### config.mk
export PLATFORM = sky130hd
export DESIGN_NAME = neuron_mac
export DESIGN_NICKNAME = d
export VERILOG_FILES = /design/src/rtl/neuron_mac.sv
export SDC_FILE = /design/constraint.sdc
export NUM_CORES = 1
export LEC_CHECK = 0
export ABC_AREA = 1
export ABC_CLOCK_PERIOD_IN_PS = 5000
export CORE_MARGIN = 4
export CORE_UTILIZATION = 35
export DETAILED_ROUTE_END_ITERATION = 8
export PLACE_DENSITY_LB_ADDON = 0.1
export SYNTH_ARGS = -nofsm -noshare
export SYNTH_HDL_FRONTEND = slang
export SYNTH_SLANG_ARGS = --single-unit
### constraint.sdc
create_clock -name clk -period 5 [get_ports clk]
set_clock_uncertainty 0.1 [all_clocks]
set_input_delay 1.25 -clock clk [delete_from_list [all_inputs] [get_ports clk]]
set_output_delay 1.25 -clock clk [all_outputs]
set_load 0.02 [all_outputs]
### src/rtl/neuron_mac.sv
// neuron_mac: sequential multiply-accumulate for one MLP neuron.
// Streams N_INPUTS signed (x, w) pairs into a bias-preloaded accumulator and
// presents the 21-bit pre-activation sum with a one-cycle out_valid strobe.
//
// state | meaning
// IDLE  | waiting for start; accumulator cleared or holding stale partials
// ACCUM | accepting (x, w) beats until N_INPUTS products are summed
// DONE  | acc_out holds the new result; out_valid pulses for this cycle
module neuron_mac #(
    parameter int DATA_W   = 8,
    parameter int ACC_W    = 21,
    parameter int N_INPUTS = 32
) (
    input  logic                     clk,
    input  logic                     rst,
    input  logic                     start,
    input  logic                     clear,
    input  logic signed [ACC_W-1:0]  bias,
    input  logic                     in_valid,
    output logic                     in_ready,
    input  logic signed [DATA_W-1:0] x_in,
    input  logic signed [DATA_W-1:0] w_in,
    output logic                     busy,
    output logic                     out_valid,
    output logic signed [ACC_W-1:0]  acc_out
);

    localparam int CNT_W = (N_INPUTS > 1) ? $clog2(N_INPUTS) : 1;
    localparam logic [CNT_W-1:0] CNT_LAST = CNT_W'(N_INPUTS - 1);

    typedef enum logic [1:0] {
        IDLE  = 2'd0,
        ACCUM = 2'd1,
        DONE  = 2'd2
    } state_t;

    state_t                    state_q, state_d;
    logic signed [ACC_W-1:0]   acc_q, acc_d;
    logic        [CNT_W-1:0]   cnt_q, cnt_d;
    logic signed [ACC_W-1:0]   acc_out_q, acc_out_d;

    logic                      beat;
    logic                      last_beat;
    logic signed [2*DATA_W-1:0] prod;
    logic signed [ACC_W-1:0]   prod_ext;
    logic signed [ACC_W-1:0]   acc_sum;

    // Full-width signed product, sign-extended into the accumulator width;
    // the sum wraps modulo 2^ACC_W.
    assign prod     = x_in * w_in;
    assign prod_ext = ACC_W'(prod);
    assign acc_sum  = acc_q + prod_ext;

    assign beat      = in_valid && in_ready;
    assign last_beat = beat && (cnt_q == CNT_LAST);

    // State register.
    always_ff @(posedge clk or negedge rst) begin
        if (!rst) begin
            state_q <= IDLE;
        end else begin
            state_q <= state_d;
        end
    end

    // Next-state logic; clear always returns to IDLE and beats any start.
    always_comb begin
        state_d = state_q;
        if (clear) begin
            state_d = IDLE;
        end else begin
            case (state_q)
                IDLE:    if (start) state_d = ACCUM;
                ACCUM:   if (last_beat) state_d = DONE;
                DONE:    state_d = IDLE;
                default: state_d = IDLE;
            endcase
        end
    end

    // Moore-style outputs, gated by clear so an aborting cycle neither accepts
    // a beat nor announces a result.
    always_comb begin
        in_ready  = 1'b0;
        busy      = 1'b0;
        out_valid = 1'b0;
        case (state_q)
            ACCUM: begin
                in_ready = !clear;
                busy     = 1'b1;
            end
            DONE: begin
                busy      = 1'b1;
                out_valid = !clear;
            end
            default: begin
                in_ready  = 1'b0;
                busy      = 1'b0;
                out_valid = 1'b0;
            end
        endcase
    end

    // Datapath next values: bias preload, accumulate on beats, capture the
    // final sum into acc_out on the last beat; clear zeroes the partials only.
    always_comb begin
        acc_d     = acc_q;
        cnt_d     = cnt_q;
        acc_out_d = acc_out_q;
        if (clear) begin
            acc_d = '0;
            cnt_d = '0;
        end else begin
            case (state_q)
                IDLE: begin
                    if (start) begin
                        acc_d = bias;
                        cnt_d = '0;
                    end
                end
                ACCUM: begin
                    if (beat) begin
                        acc_d = acc_sum;
                        cnt_d = cnt_q + 1'b1;
                    end
                    if (last_beat) begin
                        acc_out_d = acc_sum;
                    end
                end
                default: begin
                    acc_d = acc_q;
                end
            endcase
        end
    end

    // Datapath registers.
    always_ff @(posedge clk or negedge rst) begin
        if (!rst) begin
            acc_q     <= '0;
            cnt_q     <= '0;
            acc_out_q <= '0;
        end else begin
            acc_q     <= acc_d;
            cnt_q     <= cnt_d;
            acc_out_q <= acc_out_d;
        end
    end

    assign acc_out = acc_out_q;

endmodule

**Word-level counts from Yosys, hierarchy flattened**

Cells that the tools add are included.

- Equality and inequality tests: 6
- Add/sub/neg operators: 2
- Mux-type cells: 15
- Reduce and logical (&&, ||, !) cells: 9
- Bitwise logic cells: 1
- Multipliers: 1

Operators with widths:

| cell | number |
|---|---|
| two-way mux 21 bit | 3 |
| case mux 21 bit (2 select lines) | 1 |
| adder 21 x 16 -> 21 bit | 1 |
| multiplier 8 x 8 -> 16 bit | 1 |
| two-way mux 5 bit | 3 |
| case mux 5 bit (2 select lines) | 1 |
| inequality test 3 bit (second input constant) | 3 |
| two-way mux 2 bit | 3 |
| AND reduction 3 bit | 2 |
| adder 5 x 1 -> 5 bit (second input constant) | 1 |
| == test 5 bit (second input constant) | 1 |
| case mux 2 bit (2 select lines) | 1 |
| two-way mux 1 bit | 3 |
| nonzero test 3 bit | 1 |
| == test 2 x 1 -> 1 bit (second input constant) | 1 |
| == test 2 bit (second input constant) | 1 |
| logical AND 1 bit | 2 |
| logical NOT 2 bit | 1 |
| AND reduction 2 bit | 1 |
| OR reduction 2 bit | 1 |
| logical NOT 1 bit | 1 |
| inverter 1 bit | 1 |

- Bits in registers: 49
- Input bits: 42

**Logic depth before layout (Yosys ltp)**

Gate-level depths: netlist of run 1.

- Depth in word-level cells: 7
- Gate-level depth with buffers: 23
- Mapped depth without buffers: 22

**Worst setup path before layout of run 1**

No wires, ideal clock.

- Path type: in2reg
- From: in w_in[0]
- To: reg acc_q[20]
- Data arrival time: 5526 ps
- Stages: 19
- Data required time: 4777 ps
- Path buffers: 1
- Setup slack: -749 ps
- Setup time: 123 ps
- Cell sequence: clkbuf_1 -> nand2_1 -> inv_1 -> fa_1 -> fa_1 -> inv_1 -> fa_1 -> inv_1 -> fa_1 -> ha_1 -> ha_1 -> nand2_1 -> inv_1 -> a21oi_1 -> nand2_1 -> a21oi_1 -> nand3_1 -> nand3_1 -> a21oi_1

- Longest elaborated chain between the ends: 5

Ends and longest elaborated chain:

| what | line | source |
|---|---|---|
| from (decl) | 22 | `input logic signed [DATA_W-1:0] w_in,` |
| multiplier 8 x 8 -> 16 bit | 50 | `assign prod = x_in * w_in;` |
| adder 21 x 16 -> 21 bit | 52 | `assign acc_sum = acc_q + prod_ext;` |
| two-way mux 21 bit | 122 | `if (beat) begin` |
| case mux 21 bit (2 select lines) | 114 | `case (state_q)` |
| two-way mux 21 bit | 110 | `if (clear) begin` |
| to (signal assigned) | 140 | `acc_q <= '0;` |
| to (signal assigned) | 144 | `acc_q <= acc_d;` |
| to (decl) | 38 | `logic signed [ACC_W-1:0] acc_q, acc_d;` |

No other way between the ends. The select of a mux whose other input is x is not followed.
A chain may end at the register's enable or synchronous reset.

**Final worst setup path of run 1**

- From: in x_in[7]
- To: reg acc_q[19]

- Longest elaborated chain between the ends: 5

Ends and longest elaborated chain:

| what | line | source |
|---|---|---|
| from (decl) | 21 | `input logic signed [DATA_W-1:0] x_in,` |
| multiplier 8 x 8 -> 16 bit | 50 |  |
| adder 21 x 16 -> 21 bit | 52 |  |
| two-way mux 21 bit | 122 |  |
| case mux 21 bit (2 select lines) | 114 |  |
| two-way mux 21 bit | 110 |  |

No other way between the ends. The select of a mux whose other input is x is not followed.

==> results of run 1 <==
## flip-flops by register name, indices dropped and copies added (netlist names)
name and flops:
acc_out 21, acc_q 21, cnt_q 5, state_q 2
## path summary, 6_finish.rpt
check	startpoint	endpoint
max in group asynchronous	rst	acc_q[11]
max	x_in[7]	acc_q[19]
min	acc_out[12]	acc_out[12]
max reg2reg	acc_q[6]	acc_q[18]
min reg2reg	acc_out[12]	acc_out[12]
min in group asynchronous	rst	state_q[1]
## cells in the final DEF, fill, tap and decap left out, types with 18 or more instances in the layout
master and n:
fa_1 81, clkdlybuf4s50_1 48, dfrtp_1 49, inv_1 148
ha_4 28, nand2_2 39, nand2_1 137, nor2_1 24
inv_2 19, ha_1 26, buf_6 18, buf_4 78
a21oi_1 21
## per-layer routing
layer	share of wire (%)	up-vias	track usage, %
met2	49	104	29.2
met3	3.3	24	1.79
li1	-	2602	-
met1	46	2657	25.5
met5	0	-	0
met4	2.0	0	3.94
## repair_timing
action,4_1_cts,5_1_grt
gates resized for setup,150,117
buffers inserted,15,17
pin swaps,69,86
hold buffers,0,0
gates cloned,1,0
setup endpoints to repair,32,30
## cell type report
class / count / area, sq um / area share, %
Clock inverter: 2 / 13.8 / 0.151
Sequential cell: 49 / 1230 / 13.4
Multi-Input combinational cell: 522 / 5310 / 58.2
Timing Repair Buffer: 161 / 1500 / 16.4
Tap cell: 225 / 282 / 3.08
Inverter: 173 / 667 / 7.30
Clock buffer: 6 / 129 / 1.41
## per-stage QoR
stage	instance area [sq um]	std cells
after CTS	8620	1123
final	9130	1138
after global routing	9130	1138
after global placement	8060	1099
after detailed placement	8060	1099
after floorplan	6770	770
## kinds of logic (layout without fill, tap and decap cells)
family          after synthesis  in the layout  synth area share (%)
flops                        49             49                  19.6
compound gates               82             82                  7.70
xor+xnor                      6              6                 0.838
buf+inv                     199            342                  12.2
fa+ha+maj                   146            146                  40.1
simple gates                288            288                  19.6
## worst min-delay path: cells and delay by family (launching register included)
family | cells | cell delay, ns
DFF | 1 | 0.35
and+or+nand+nor | 2 | 0.10
==> results.py, run 1 <==
metrics = {
    "run_status": {
        "status": "finished, violations left",
        "violations": "negative setup slack",
    },
    "synth": {
        "syn_avg_cell_area_sq_um": 8.14,
        "yosysMostFrequentCell": "nand2_1",
        "synthFlopType": "dfrtp_1",
        "synth_nets": 958,
        "yosys_warnings": 0,
        "synthTopCellsByCount": "nand2_1, inv_1, fa_1",
        "syn_area_sq_um": 6270,
        "synth_top_area_cell": "fa_1",
        "synth_cells": 770,
        "synth_top_area_share_pct": 29.4,
        "synthArstFlopShare_pct": 100,
        "ys_ff_latch": 49,
        "synth_cell_type_count": 38,
        "synth_edf_count": 0,
        "netlist_top_cells_area": "fa_1, dfrtp_1, nand2_1",
        "seq_area_frac_synth_pct": 19.6,
    },
    "critical_path": {
        "crit_required_ns": 5.12,
        "path_buf_inv": 7,
        "cpPeakStageDelay_ns": 0.56,
        "slowest_stage": "fa_1",
        "worstSetupStartpointType": "input port",
        "rrSetupSlack_ns": 0.58,
        "worstSetupPathType": "in2reg",
        "arrival_ns": 5.45,
        "reg2reg_depth": 18,
        "cpMostUsedCell": "fa_1",
        "cp_cell_sequence": "buf_12 -> buf_6 -> nand2_4 -> clkinvlp_4 -> buf_12 -> buf_4 -> fa_1 -> inv_1 -> fa_1 -> inv_1 -> fa_1 -> fa_1 -> ha_4 -> ha_4 -> a21oi_2 -> o21ai_2 -> a21oi_2 -> nand2_2 -> nand2_2 -> nand3_2 -> a21boi_1",
        "crit_fanout": 6,
        "endpoint_kind": "register",
        "crit_family": "adder cells",
        "worst-path-stages": 21,
    },
    "clocking": {
        "clk_pin_slew_ns": 0.07,
        "cts_root_buf": "clkbuf_16",
        "numCtsBuffers": 5,
        "clock_sinks": 49,
        "clk_latency_ns": 0.29,
        "clockBufferDepth": 2,
        "htree_levels": 2,
        "cts_tree": "yes",
    },
    "sta": {
        "setup_violations": 26,
        "slew_headroom_pct": 23.0,
        "hold_viol": 0,
        "worst_slew_pin_slew_ns": 1.15,
        "fmax_ghz": 0.188,
        "grt_setup_unrepaired": "yes",
        "period_needed_ns": 5.33,
        "slew_violations": 0,
        "whs_ns": 0.380,
        "tns_ns": -5.99,
        "fin_ws_ns": -0.326,
        "fin_crit_sh_pct": 107,
    },
    "floorplanning": {
        "die_h_um": 142,
        "rows": 48,
        "io_pins": 66,
        "initial_core_util_pct": 36.0,
        "dieArea_sq_um": 20100,
        "core_sq_um": 17400,
        "die_x_um": 142,
    },
    "finish": {
        "syn2layout_area_growth_pct": 45.6,
        "utilization_pct": 52.4,
        "nFillCells": 1565,
        "drive_gt1_share_pct": 34.8,
        "fin_nets": 1100,
        "n_antenna_cell": 0,
    },
    "global_route": {
        "grt_pass1_wl_um": 29000,
        "grt_pass1_vias": 5619,
        "grt_max_degree": 50,
        "antenna_found_initial": 0,
        "grtUsageTotal_pct": 17.8,
        "overflow": 0,
    },
    "drt": {
        "vias_per_cell": 4.73,
        "firstDrtPassIters": 4,
        "wl_um": 17400,
        "avgRoutedWirePerCell_um": 15.3,
        "drc_errors": 0,
        "ant_nets": 0,
        "vias": 5387,
        "drt_iter0_markers": 197,
    },
    "placed_design": {
        "hpwl_um": 13800,
        "gp_congestion": 0.890,
        "io_buffers": 65,
        "dp_slack_ns": -1.18,
    },
    "min_path": {
        "hp-class": "reg2reg",
        "hold_path_depth": 2,
    },
    "run": {
        "cap_violations": 0,
    },
}
Power of run 1 is not shown: default switching activity piles up to over one toggle a cycle in this logic, so the estimate is an artifact.
==> run 2, diff against run 1 <==
Settings changed: ABC_AREA 1 to not set, CELL_PAD_IN_SITES_DETAIL_PLACEMENT set to 1, CELL_PAD_IN_SITES_GLOBAL_PLACEMENT set to 1.
==> results.py, run 2 <==
metrics = {
    "floorplanning": {
        "initial_core_util_pct": 36.2,
        "dieArea_sq_um": 18800,
        "rows": 46,
        "io_pins": 66,
        "die_x_um": 137,
        "core_sq_um": 16100,
        "die_h_um": 137,
    },
    "sta": {
        "fin_crit_sh_pct": 112,
        "whs_ns": 0.391,
        "hold_viol": 0,
        "tns_ns": -10.64,
        "setup_violations": 28,
        "fin_ws_ns": -0.596,
        "worst_slew_pin_slew_ns": 0.987,
        "grt_setup_unrepaired": "yes",
        "slew_headroom_pct": 34.0,
        "period_needed_ns": 5.60,
        "slew_violations": 0,
        "fmax_ghz": 0.179,
    },
    "synth": {
        "syn_avg_cell_area_sq_um": 9.97,
        "synthTopCellsByCount": "inv_1, fa_1, nand2_1",
        "seq_area_frac_synth_pct": 21.0,
        "synth_cell_type_count": 51,
        "synth_top_area_cell": "fa_1",
        "synth_cells": 585,
        "ys_ff_latch": 49,
        "netlist_top_cells_area": "fa_1, dfrtp_1, ha_1",
        "syn_area_sq_um": 5830,
        "yosys_warnings": 0,
        "synth_edf_count": 0,
        "synthFlopType": "dfrtp_1",
        "synthArstFlopShare_pct": 100,
        "synth_top_area_share_pct": 31.6,
        "yosysMostFrequentCell": "inv_1",
        "synth_nets": 773,
    },
    "critical_path": {
        "r2r_end": "acc_out[16]",
        "crit_fanout": 5,
        "crit_family": "adder cells",
        "worstSetupPathType": "in2reg",
        "cpPeakStageDelay_ns": 0.55,
        "rrSetupSlack_ns": 0.18,
        "worstSetupStartpointType": "input port",
        "cpMostUsedCell": "fa_1",
        "cp_cell_sequence": "buf_6 -> buf_6 -> and2_4 -> fa_1 -> inv_1 -> fa_1 -> inv_2 -> fa_1 -> fa_1 -> ha_4 -> ha_4 -> a2111o_1 -> o21ai_4 -> o21bai_4 -> a31oi_4 -> buf_6 -> xor2_2 -> o21ai_1",
        "endpoint_kind": "register",
        "slowest_stage": "fa_1",
        "reg2reg_depth": 18,
        "crit_required_ns": 5.06,
        "arrival_ns": 5.66,
        "path_buf_inv": 5,
        "r2r_start": "acc_q[6]",
    },
    "finish": {
        "seq_area_sq_um": 1230,
        "n_antenna_cell": 0,
        "multiInputGateArea_sq_um": 4980,
        "fin_area_sq_um": 8590,
        "mostFrequentLayoutCell": "inv_1",
        "stdcell_count": 965,
        "nFillCells": 1759,
        "syn2layout_area_growth_pct": 47.3,
        "mostFrequentLayoutCells": "inv_1, fa_1, buf_4",
        "fin_nets": 937,
        "drive_gt1_share_pct": 35.0,
    },
    "drt": {
        "ant_nets": 0,
        "vias_per_cell": 4.83,
        "firstDrtPassIters": 4,
        "drt_iter0_markers": 81,
        "drc_errors": 0,
        "vias": 4665,
        "avgRoutedWirePerCell_um": 18.2,
        "wl_um": 17600,
    },
    "clocking": {
        "clk_latency_ns": 0.29,
        "cts_tree": "yes",
        "hold_buffers": 0,
        "clk_pin_slew_ns": 0.07,
        "htree_levels": 2,
        "numCtsBuffers": 5,
        "cts_root_buf": "clkbuf_16",
        "clockBufferDepth": 2,
        "clock_sinks": 49,
    },
    "global_route": {
        "antenna_found_initial": 0,
        "grtUsageTotal_pct": 19.6,
        "top_usage_layer": "met2",
        "grt_max_degree": 50,
        "grt_util_met2_pct": 34.9,
        "grt.met1_usage_pct": 26.5,
        "grt_pass1_wl_um": 29000,
        "grt_pass1_vias": 5499,
        "overflow": 0,
        "grt_util_met3_pct": 2.13,
    },
    "placed_design": {
        "place_area_sq_um": 7530,
        "dp_cells": 930,
        "io_buffers": 65,
        "hpwl_um": 14100,
        "gp_congestion": 0.804,
    },
    "min_path": {
        "min_from": "acc_out[9]",
        "hp-class": "reg2reg",
        "hold_path_depth": 2,
        "min_to": "acc_out[9]",
    },
    "run": {
        "cap_violations": 0,
    },
    "run_status": {
        "violations": "negative setup slack",
        "status": "finished, violations left",
    },
}
[run 2: cell types whose count changed after synthesis, sizes merged, moves of 15 or more]
cell and change:
nand3 -20, nand2 -134, a21oi -20, inv -70, nor2 -15, and2 +32
[run 2: logic make-up (layout without fill, tap and decap cells)]
logic type               Yosys count  count (layout)  synth area share [%]
AND/OR/NAND/NOR                  153             153                  12.7
XOR/XNOR                          23              23                  3.45
multiplexers                       9               9                  1.72
AO/OA/AOI/OAI                     92              92                  10.6
flip-flops                        49              49                  21.0
adder cells (fa/ha/maj)          146             146                  43.2
buffers and inverters            113             277                  7.40
[run 2: layer usage]
| metal | vias up | routed length, um |
|---|---|---|
| met5 | - | 0 |
| met4 | 0 | 148 |
| met3 | 10 | 534 |
| met2 | 74 | 9240 |
| met1 | 2379 | 7650 |
| li1 | 2202 | - |
[run 2: what timing repair did]
action / 4_1_cts / 5_1_grt
pin swaps: 80 / 79
setup buffers: 24 / 12
gates cloned: 0 / 0
resized for setup: 192 / 54
endpoints found under the setup margin: 32 / 29
[run 2: through the flow]
| stage | util [%] | setup slack [ns] |
|---|---|---|
| after global routing | 53.3 | -0.689 |
| after global placement | 46.8 | -1.38 |
| after CTS | 51.5 | -0.687 |
| final | 53.3 | -0.596 |
| after floorplan | - | -0.581 |
| after detailed placement | 46.8 | -1.60 |
[run 2: layout make-up]
class | instances | share of cell area [%]
Inverter | 101 | 4.53
Sequential cell | 49 | 14.3
Clock inverter | 1 | 0.0874
Tap cell | 216 | 3.15
Timing Repair Buffer | 169 | 18.4
Multi-Input combinational cell | 423 | 57.9
Clock buffer | 6 | 1.62
[run 2: worst max-delay path by stage]
stage	from	end	slack, ns	cells after the start
after floorplan	w_in[1]	acc_q[18]	-0.58	19
after CTS	x_in[7]	acc_q[18]	-0.69	21
after global placement	w_in[2]	acc_q[18]	-1.38	18
after detailed placement	w_in[2]	acc_q[18]	-1.60	18
final	x_in[5]	acc_out[16]	-0.60	18
after global routing	x_in[7]	acc_out[16]	-0.69	18
[run 2: worst reg2reg max path, cell delays in order, from the launching register on]
cell and delay (ns):
dfrtp_1 0.37, inv_1 0.08, fa_1 0.54, inv_1 0.05, fa_1 0.50, inv_1 0.05, fa_1 0.50, inv_1 0.05
fa_1 0.48, ha_1 0.34, ha_4 0.23, nor2b_4 0.13, o31a_4 0.37, o21ai_4 0.25, o21bai_4 0.10, a31oi_4 0.23
buf_6 0.13, xor2_2 0.13, o21ai_1 0.07
Power of run 2 is left out for the same reason.
==> run 3, diff against run 2 <==
Settings changed: ABC_AREA set to 1, CTS_CLUSTER_DIAMETER set to 40.
==> results.py, run 3 (synthesis results as in run 1) <==
metrics = {
    "clocking": {
        "htree_levels": 2,
        "clk_pin_slew_ns": 0.07,
        "cts_root_buf": "clkbuf_16",
        "clock_sinks": 49,
        "cts_tree": "yes",
        "clk_latency_ns": 0.29,
        "hold_buffers": 0,
        "numCtsBuffers": 5,
        "clockBufferDepth": 2,
    },
    "drt": {
        "firstDrtPassIters": 4,
        "wl_um": 19300,
        "vias": 5379,
        "avgRoutedWirePerCell_um": 16.8,
        "drt_iter0_markers": 145,
        "vias_per_cell": 4.69,
        "drc_errors": 0,
        "ant_nets": 0,
    },
    "sta": {
        "fin_crit_sh_pct": 106,
        "slew_headroom_pct": 52.1,
        "grt_setup_unrepaired": "yes",
        "worst_slew_pin_slew_ns": 0.714,
        "hold_viol": 0,
        "fmax_ghz": 0.188,
        "setup_violations": 26,
        "fin_ws_ns": -0.313,
        "whs_ns": 0.377,
        "slew_violations": 0,
        "period_needed_ns": 5.31,
    },
    "finish": {
        "mostFrequentLayoutCells": "inv_1, nand2_1, fa_1",
        "fin_area_sq_um": 9240,
        "drive_gt1_share_pct": 33.3,
        "fin_nets": 1110,
        "n_antenna_cell": 0,
        "syn2layout_area_growth_pct": 47.4,
    },
    "run_status": {
        "status": "finished, violations left",
        "violations": "negative setup slack",
    },
    "critical_path": {
        "cpPeakStageDelay_ns": 0.56,
        "cpMostUsedCell": "fa_1",
        "crit_fanout": 5,
        "endpoint_kind": "register",
        "arrival_ns": 5.39,
        "path_buf_inv": 3,
        "worst-path-stages": 18,
        "crit_family": "adder cells",
        "worstSetupPathType": "in2reg",
        "crit_required_ns": 5.08,
        "cp_cell_sequence": "buf_8 -> clkinv_8 -> or2_4 -> fa_1 -> fa_1 -> inv_1 -> fa_1 -> fa_1 -> fa_2 -> ha_4 -> a21oi_4 -> nand2_4 -> nand2_4 -> nand2_4 -> a21oi_4 -> nand3_2 -> nand3_2 -> nand2_1",
        "slowest_stage": "fa_2",
        "reg2reg_depth": 18,
        "worstSetupStartpointType": "input port",
    },
    "global_route": {
        "grt_pass1_wl_um": 32600,
        "grtUsageTotal_pct": 20.3,
        "grt_pass1_vias": 6267,
        "antenna_found_initial": 0,
        "grt_max_degree": 35,
        "overflow": 0,
    },
    "floorplanning": {
        "io_pins": 66,
        "dieArea_sq_um": 20100,
        "die_h_um": 142,
        "initial_core_util_pct": 36.0,
        "rows": 48,
        "die_x_um": 142,
        "core_sq_um": 17400,
    },
    "placed_design": {
        "io_buffers": 65,
        "place_area_sq_um": 8170,
        "hpwl_um": 15800,
        "gp_congestion": 0.873,
    },
    "min_path": {
        "hold_path_depth": 2,
        "hp-class": "reg2reg",
    },
    "run": {
        "cap_violations": 0,
    },
}
[run 3: cell types whose count changed in the layout (fill, tap and decap cells not counted), moves of 15 or more]
cell     change
nand2_1    +105
inv_1       +64
nand2_4     +21
buf_6       -18
and2_1      -17
nand3_2     +16
and2_4      -15
[run 3: worst paths after layout]
kind / from / endpoint / slack [ns]
max: w_in[7] / acc_out[20] / -0.31
min: acc_out[20] / acc_out[20] / 0.38
max reg2reg: acc_q[6] / acc_out[20] / 0.56
min reg2reg: acc_out[20] / acc_out[20] / 0.38
max in group asynchronous: rst / state_q[1] / 3.21
min in group asynchronous: rst / acc_out[17] / 0.83
[run 3: layer usage]
layer  global-route usage [%]  up-vias  part of all wire [%]
li1                         -     2614                     -
met1                     27.8     2686                    47
met2                     35.3       64                    50
met3                     1.79       15                   2.0
met4                     4.14        0                   1.4
met5                        0        -                     0
[run 3: worst reg2reg max path, stage by stage (launching register included)]
cell and delay (ns):
dfrtp_1 0.32, inv_1 0.09, fa_1 0.54, inv_1 0.06
fa_1 0.51, inv_1 0.05, fa_1 0.48, inv_1 0.05
fa_1 0.39, fa_2 0.57, ha_4 0.24, a21oi_4 0.21
nand2_4 0.09, nand2_4 0.09, nand2_4 0.08, a21oi_4 0.15
nand3_2 0.11, nand3_2 0.11, nand2_1 0.08
[run 3: cell type report]
class | count | area, sq um
Sequential cell | 49 | 1230
Multi-Input combinational cell | 522 | 5360
Clock buffer | 7 | 133
Clock inverter | 1 | 7.51
Fill cell | 2015 | 8180
Timing Repair Buffer | 171 | 1560
Tap cell | 225 | 282
Inverter | 173 | 674
[run 3: stage by stage]
| stage | cells | setup WS [ns] | util, % | setup TNS [ns] |
|---|---|---|---|---|
| 2_1_floorplan | 770 | -0.451 | - | -7.79 |
| 3_3_place_gp | 1117 | -1.25 | 46.9 | -31.83 |
| 3_5_place_dp | 1117 | -1.37 | 46.9 | -33.23 |
| 4_1_cts | 1142 | -0.403 | 51.0 | -7.23 |
| 5_1_grt | 1148 | -0.491 | 53.1 | -9.59 |
| 6_report | 1148 | -0.313 | 53.1 | -5.89 |
[run 3: repair_timing]
item	in CTS	in global routing
resized for setup	174	78
endpoints found under the hold margin	0	0
endpoints found under the setup margin	32	31
cloned	1	0
buffers inserted	16	8
pin swaps	82	81
Power of run 3 is left out for the same reason.
